## src/rtl/pipe_pkg.sv

```systemverilog
// Shared fetch/decode pipeline definitions: packet layout, reset level, constants.
package pipe_pkg;

  // Packet field widths used by the default 32-bit fetch path.
  localparam int PKT_PC_W   = 32;
  localparam int PKT_INST_W = 32;

  // Reset is active-low throughout the fetch/decode slice.
  localparam logic RstEnable = 1'b0;

  // All-zero word; an all-zero instruction is treated as a bubble downstream.
  localparam logic [31:0] ZeroWord = 32'h0000_0000;

  typedef struct packed {
    logic [PKT_PC_W-1:0]   pc;
    logic [PKT_INST_W-1:0] inst;
  } fetch_pkt_t;

endpackage

```

## src/rtl/pipe_fifo_mem.sv

```systemverilog
// Register array for the IF/ID elastic buffer: one write port, one async read port.
module pipe_fifo_mem #(
  parameter int DATA_W = 64,
  parameter int DEPTH  = 2
) (
  input  logic                     clk,
  input  logic                     we,
  input  logic [$clog2(DEPTH)-1:0] wr_addr,
  input  logic [DATA_W-1:0]        wr_data,
  input  logic [$clog2(DEPTH)-1:0] rd_addr,
  output logic [DATA_W-1:0]        rd_data
);

  logic [DATA_W-1:0] mem [DEPTH];

  // Storage holds data only, so it is written without any reset.
  always_ff @(posedge clk) begin
    if (we) begin
      mem[wr_addr] <= wr_data;
    end
  end

  assign rd_data = mem[rd_addr];

endmodule

```

## src/rtl/if_id_elastic.sv

```systemverilog
// Elastic IF/ID stage: circular buffer of up to DEPTH fetch packets with
// valid/ready on both sides; stall is back-pressure, flush drops everything.
module if_id_elastic
  import pipe_pkg::*;
#(
  parameter int PC_W   = 32,
  parameter int INST_W = 32,
  parameter int DEPTH  = 2
) (
  input  logic                       clk,
  input  logic                       rst,
  input  logic                       flush,
  input  logic                       in_valid,
  output logic                       in_ready,
  input  logic [PC_W-1:0]            in_pc,
  input  logic [INST_W-1:0]          in_inst,
  output logic                       out_valid,
  input  logic                       out_ready,
  output logic [PC_W-1:0]            out_pc,
  output logic [INST_W-1:0]          out_inst,
  output logic [$clog2(DEPTH+1)-1:0] count
);

  localparam int PTR_W  = $clog2(DEPTH);
  localparam int CNT_W  = $clog2(DEPTH+1);
  localparam int DATA_W = PC_W + INST_W;
  localparam logic [CNT_W-1:0] FULL = CNT_W'(DEPTH);

  // Same layout as fetch_pkt_t, sized by this instance's parameters.
  typedef struct packed {
    logic [PC_W-1:0]   pc;
    logic [INST_W-1:0] inst;
  } pkt_t;

  logic [PTR_W-1:0] wr_ptr;
  logic [PTR_W-1:0] rd_ptr;
  logic             push;
  logic             pop;
  pkt_t             wr_pkt;
  pkt_t             rd_pkt;

  // in_ready comes only from the registered count, so a pop cannot open a
  // slot for a push in the same cycle; this keeps out_ready off the in_ready path.
  assign in_ready  = (count < FULL);
  assign out_valid = (count != '0);

  assign push = in_valid & in_ready & ~flush;
  assign pop  = out_valid & out_ready & ~flush;

  assign wr_pkt.pc   = in_pc;
  assign wr_pkt.inst = in_inst;

  pipe_fifo_mem #(
    .DATA_W (DATA_W),
    .DEPTH  (DEPTH)
  ) u_mem (
    .clk     (clk),
    .we      (push),
    .wr_addr (wr_ptr),
    .wr_data (wr_pkt),
    .rd_addr (rd_ptr),
    .rd_data (rd_pkt)
  );

  // Head packet is gated to zero when empty so stale storage never reaches decode.
  assign out_pc   = out_valid ? rd_pkt.pc   : '0;
  assign out_inst = out_valid ? rd_pkt.inst : '0;

  // Pointer and occupancy control; reset outranks flush, flush outranks push/pop.
  always_ff @(posedge clk) begin
    if (rst == RstEnable) begin
      wr_ptr <= '0;
      rd_ptr <= '0;
      count  <= '0;
    end else if (flush) begin
      wr_ptr <= '0;
      rd_ptr <= '0;
      count  <= '0;
    end else begin
      if (push) begin
        wr_ptr <= wr_ptr + PTR_W'(1);
      end
      if (pop) begin
        rd_ptr <= rd_ptr + PTR_W'(1);
      end
      case ({push, pop})
        2'b10:   count <= count + CNT_W'(1);
        2'b01:   count <= count - CNT_W'(1);
        default: count <= count;
      endcase
    end
  end

endmodule

```

## config.mk

```make
export PLATFORM = sky130hd
export DESIGN_NAME = if_id_elastic
export DESIGN_NICKNAME = d
export VERILOG_FILES = /design/src/rtl/pipe_pkg.sv /design/src/rtl/pipe_fifo_mem.sv /design/src/rtl/if_id_elastic.sv
export SDC_FILE = /design/constraint.sdc
export NUM_CORES = 1
export LEC_CHECK = 0
export ABC_AREA = 1
export BUFFER_PORTS_ARGS = -buffer_cell sky130_fd_sc_hd__clkbuf_2
export CORE_MARGIN = 2
export CORE_UTILIZATION = 40
export CTS_BUF_LIST = sky130_fd_sc_hd__clkbuf_16
export CTS_CLUSTER_DIAMETER = 30
export DETAILED_ROUTE_END_ITERATION = 7
export PLACE_DENSITY = 0.75
export SYNTH_ARGS = -nofsm -noshare
export SYNTH_HDL_FRONTEND = slang
export SYNTH_SLANG_ARGS = --single-unit
export TNS_END_PERCENT = 10
```

## constraint.sdc

```tcl
create_clock -name clk -period 11.7 [get_ports clk]
set_input_delay 1.755 -clock clk [delete_from_list [all_inputs] [get_ports clk]]
set_output_delay 1.755 -clock clk [all_outputs]
set_load 0.01 [all_outputs]
```

==> results of run 1 <==
-- power by group through the flow --
stage	Clock, mW	Combinational (mW)	Sequential (mW)
3_5_place_dp	0	0.0562	0.550
6_report	0.586	0.0555	0.540
4_1_cts	0.599	0.0563	0.540
5_1_grt	0.617	0.0615	0.541
2_1_floorplan	0	0.0324	0.550
3_3_place_gp	0	0.0542	0.549
-- kinds of logic after synthesis --
family	synth area share [%]
fa+ha+maj	0.234
compound gates	10.5
flops	73.8
buf+inv	4.63
xor+xnor	0.164
simple gates	10.7
-- per-layer routing --
layer | vias to the layer above | global-route usage (%) | wire [µm]
li1 | 1615 | - | -
met1 | 1594 | 18.9 | 4710
met2 | 99 | 24.0 | 5010
met3 | 7 | 4.56 | 570
met4 | 0 | 5.59 | 88
met5 | - | 0 | 0
-- layout make-up --
class,count,area (µm²),share of cell area (%)
multi-input combinational,219,1170,17.4
tap,176,220,3.26
timing repair buffer,140,711,10.5
sequential,133,3950,58.5
clock inverter,15,236,3.51
clock buffer,17,425,6.31
inverter,9,33.8,0.501
-- worst min-delay path by stage --
stage / endpoint / slack, ps
6_report: rd_ptr / 500
5_1_grt: rd_ptr / 560
4_1_cts: rd_ptr / 510
3_5_place_dp: rd_ptr / 490
3_3_place_gp: rd_ptr / 480
2_1_floorplan: flip-flop / 460
-- state kept, by name, indices dropped and copies added (netlist names), named ones only --
register	count
wr_ptr	1
count	2
u_mem.mem	128
rd_ptr	1
-- synthesized netlist by cell type --
library cell  instances  area, µm²
nand4_1               1       6.26
a31oi_1               1       6.26
nor3_1                1       5.00
nand2_1             134        503
xor2_1                1       8.76
a21oi_2              60        526
a21oi_1               5       25.0
ha_1                  1       12.5
edfxtp_1            128       3840
inv_2                 1       3.75
buf_2                 6       30.0
dfxtp_1               5        100
buf_4                 6       45.0
o21ai_0               1       5.00
clkbuf_4              1       7.51
nor2_1               11       41.3
buf_12                6        120
nor2_2                1       6.26
buf_6                 1       11.3
inv_1                 8       30.0
nand3_1               2       10.0
-- worst max-delay path, delay by kind of cell, from the launching register on --
family                 cells  cell delay (ps)
buffers and inverters      3             1250
flip-flops                 1              380
AND/OR/NAND/NOR            1              110
-- per-stage QoR --
stage	hold WS (ps)	instances	instance area [µm²]	power [mW]
floorplan	465	381	5350	0.583
global placement	483	677	6080	0.604
detailed placement	492	677	6080	0.606
CTS	505	709	6750	1.20
global route	562	709	6750	1.22
finish	503	709	6750	1.18
==> results.ini, run 1 <==
[run_status]
status = finished, final reports clean

[worst_setup_path]
reg2reg_to = u_mem.mem[0][41]
cp.arrival_ps = 2140
critPathLaunchType = flip-flop
ff2ff_path_depth = 4
critPathLaunch = count[0]
endpoint = out_valid
worstPathCellList = nor2_4 > buf_4 > inv_1 > clkbuf_2
cpPeakStageDelay_ps = 820
reg2reg_setup_slack_ps = 9250
required_ps = 9950
crit_type = flip-flop to output port
endpoint_kind = output port
r2r-start = count[1]
path_max_fanout = 65
cpMaxStageDelayCell = buf_4

[layout]
layout.filler_cells = 1138
n_antenna_cell = 0
nets = 590
drive_gt1_share_pct = 44.1
post-route-util_pct = 51.4
final_cell_mix = clkbuf_2, nand2_1, edfxtp_1
area_growth_syn_to_layout_pct = 26.2
final_common_cell = clkbuf_2

[global_route]
overflow = 0
grt_pass1_wl_um = 16200
grt_max_degree = 66
antenna_found_initial = 0
grt_pass1_vias = 3194
grt_util_all_layers_pct = 14.9

[power_and_ir_drop]
p_clk_share_pct = 49.6
pwr-share-seq_pct = 45.7
power_density_mw_per_mm2 = 175
vdd_drop_max_v = 0.0000660
p_sw_mw = 0.227
power_frac_comb_pct = 4.7
swShare_pct = 19.2
p_leak_nw = 2.59
internal_power_mw = 0.954

[synthesis]
syn_area_per_cell_um2 = 14.0
syn_inst = 381
yosys_warnings = 0
seq_area_frac_synth_pct = 73.8
synthesis.area_mm2 = 0.00535
netlist-cell-type-count = 21
synth_seq_cells = 133
synth_fp_nets = 451

[clocking]
cts_max_level = 4
clk-insertion-delay-late_ps = 400
cts_buffers = 17
clock-sinks = 133
cts_hold_buf = 0
clk_pin_slew_ps = 60
cts_tree = yes
root_buffer = clkbuf_16
post_cts_resize_count = 0
ctsLongestPathBuffers = 2
post_cts_buffers = 0

[placement]
dp.final_hpwl_um = 6520
port_buffers = 136
gp_congestion = 0.732
place_worst_setup_slack_ps = 7750

[timing]
drv_slew = 0
rsz0062_at_grt = no
skew_ps = 6.81
worstMarginPinSlew_ps = 1110
period_share_pct = 33.3
hold_violations = 0
period_needed_ps = 3900
slew_headroom_pct = 26.0
setup_viol = 0
layout_setup_ws_ps = 7800
fmax_mhz = 257
fin_setup_tns_ps = 0

[drt]
drtIter0Drc = 186
first_pass_iters = 4
wl_um = 10400
via_per_inst = 4.68
postRouteAntennaNets = 0
vias = 3315
wl_per_cell_um = 14.6
drc = 0

[floorplan]
dieArea_mm2 = 0.0143
start_util_pct = 40.7
die_h_um = 120
row_count = 42
core_mm2 = 0.0131
dieWidth_um = 120
io_pins = 137

[hold_path]
hold_class = flip-flop to flip-flop
hold_start = rd_ptr
hold_path_depth = 2

[run]
cap_violations = 0

Note: power is estimated with default switching activity, not from simulation.
==> run 2, diff against run 1 <==
==> constraint.sdc (replaced) <==
create_clock -name clk -period 3.8 [get_ports clk]
set_input_delay 0.57 -clock clk [delete_from_list [all_inputs] [get_ports clk]]
set_output_delay 0.57 -clock clk [all_outputs]
set_load 0.01 [all_outputs]
==> results.ini, run 2 (same netlist as run 1, synthesis figures left out) <==
[run_status]
status = finished, final reports clean

[timing]
fmax_mhz = 376
slew_headroom_pct = 27.4  ; +1.4 points
period_share_pct = 70.0
rsz0062_at_grt = no
worstMarginPinSlew_ps = 1090  ; -20.5 ps
skew_ps = 16.5  ; +9.70 ps
hold_violations = 0  ; unchanged
period_needed_ps = 2660
drv_slew = 0  ; unchanged
setup_viol = 0  ; unchanged
fin_setup_tns_ps = 0  ; unchanged

[clocking]
cts_buffers = 17  ; unchanged
clk-insertion-delay-late_ps = 410  ; about the same
root_buffer = clkbuf_16
post_cts_resize_count = 0  ; unchanged
clk_pin_slew_ps = 60  ; about the same
cts_hold_buf = 0  ; unchanged
clock-sinks = 133  ; unchanged
cts_max_level = 4  ; unchanged
post_cts_buffers = 0  ; unchanged
cts_tree = yes
ctsLongestPathBuffers = 2  ; unchanged

[hold_path]
hold_class = input pin to flip-flop
hold_path_depth = 1  ; -1
hold-path-endpoint = u_mem.mem[1][42]
hold_start = in_pc[10]

[layout]
layout.filler_cells = 1136  ; -0.18%
final_cell_mix = clkbuf_2, nand2_1, edfxtp_1
largest_reg_flops = 128  ; unchanged
n_antenna_cell = 0  ; unchanged
final_common_cell = clkbuf_2
multi_input_area_mm2 = 0.00117  ; unchanged
area_growth_syn_to_layout_pct = 26.2  ; about the same
nets = 593  ; +0.51%
drive_gt1_share_pct = 44.8  ; +0.69 points
post-route-util_pct = 51.4  ; about the same
seq_area_mm2 = 0.00395  ; unchanged
regMostFlops = u_mem.mem
reg_top3 = u_mem.mem: 128 flops, count: 2 flops

[power_and_ir_drop]
swShare_pct = 20.6  ; +1.4 points
vdd_drop_max_v = 0.000233  ; +250%
power_density_mw_per_mm2 = 526  ; +200%
power_frac_comb_pct = 4.9  ; +0.2 points
p_sw_mw = 0.733  ; +220%
internal_power_mw = 2.82  ; +200%
p_leak_nw = 2.59  ; about the same
pwr-share-seq_pct = 46.8  ; +1.1 points
p_clk_share_pct = 48.3  ; -1.3 points

[floorplan]
row_count = 42  ; unchanged
die_h_um = 120  ; unchanged
core_mm2 = 0.0131  ; unchanged
dieArea_mm2 = 0.0143  ; unchanged
io_pins = 137  ; unchanged
start_util_pct = 40.7  ; unchanged
dieWidth_um = 120  ; unchanged

[global_route]
grt_pass1_wl_um = 16600  ; +2.7%
grt_pass1_vias = 3383  ; +5.9%
antenna_found_initial = 0  ; unchanged
overflow = 0  ; unchanged
grt_util_all_layers_pct = 15.2  ; +0.34 points
grt_max_degree = 65  ; -1.5%

[worst_setup_path]
cpLargestDelayFamily = buffers and inverters
reg2reg_setup_slack_ps = 1720  ; -7530 ps
path_max_fanout = 26  ; -60%
crit_buf_inv = 2  ; -1
required_ps = 3230  ; -6720 ps
endpoint_kind = output port
cp.arrival_ps = 2090  ; -50 ps
worstPathCellList = nor2_4 > buf_4 > a21oi_1 > clkbuf_2
critPathLaunchType = flip-flop
r2r-start = count[0]
reg2reg_to = count[1]
cpPeakStageDelay_ps = 540  ; -280 ps
crit_type = flip-flop to output port
ff2ff_path_depth = 10  ; +6
cpMaxStageDelayCell = nor2_4

[drt]
drtIter0Drc = 222  ; +19%
wl_per_cell_um = 14.8  ; +1.2%
wl_um = 10500  ; +1.6%
postRouteAntennaNets = 0  ; unchanged
via_per_inst = 4.60  ; -1.5%
drc = 0  ; unchanged
vias = 3278  ; -1.1%
first_pass_iters = 4  ; unchanged

[placement]
gp_congestion = 0.765  ; +4.5%
dp.final_hpwl_um = 6890  ; +5.7%
port_buffers = 136  ; unchanged

[run]
cap_violations = 0  ; unchanged

run 2: cell count changes in the layout (fill, tap and decap cells not counted), sizes merged:
cell    previous run  this run
bufinv             6         4
inv               10        12
buf                4         7
run 2: final cells by class:
type,count,share of cell area (%)
tap,176,3.26
sequential,133,58.5
timing repair buffer,143,11.0
multi-input combinational,219,17.4
inverter,9,0.501
clock inverter,15,3.02
clock buffer,17,6.30
run 2: how the worst max path moves through the flow:
stage                     startpoint         endpoint  slack [ps]  cells after the start
after detailed placement       flush  u_mem.mem[0][1]        1510                      5
after global placement         flush  u_mem.mem[0][1]        1560                      5
final                       count[0]        out_pc[1]        1140                      4
after floorplan                flush  u_mem.mem[0][0]        -130                      3
after CTS                   count[1]        out_pc[1]        1110                      4
after global routing        count[0]        out_pc[1]         990                      4
run 2: stage by stage:
| stage | worst slack, ps | power, mW | hold slack [ps] | cells | instance area (µm²) |
|---|---|---|---|---|---|
| after floorplan | -131 | 1.79 | 465 | 381 | 5350 |
| after CTS | 1110 | 3.58 | 338 | 712 | 6750 |
| after detailed placement | 1510 | 1.87 | 499 | 680 | 6120 |
| final | 1140 | 3.55 | 347 | 712 | 6750 |
| after global placement | 1560 | 1.86 | 476 | 680 | 6120 |
| after global routing | 991 | 3.65 | 336 | 712 | 6750 |
run 2: layer usage:
metal / global-route usage (%) / wire length [µm] / vias up
met5: 0 / 0 / -
met4: 6.10 / 159 / 0
met3: 4.33 / 700 / 12
met2: 24.4 / 4960 / 114
met1: 19.7 / 4720 / 1532
li1: - / - / 1620
run 2: power by group through the flow:
| stage | Combinational (mW) | Sequential [mW] | Clock (mW) |
|---|---|---|---|
| finish | 0.174 | 1.66 | 1.72 |
| global route | 0.193 | 1.66 | 1.80 |
| CTS | 0.177 | 1.66 | 1.74 |
| detailed placement | 0.176 | 1.69 | 0 |
| global placement | 0.170 | 1.69 | 0 |
| floorplan | 0.0998 | 1.69 | 0 |
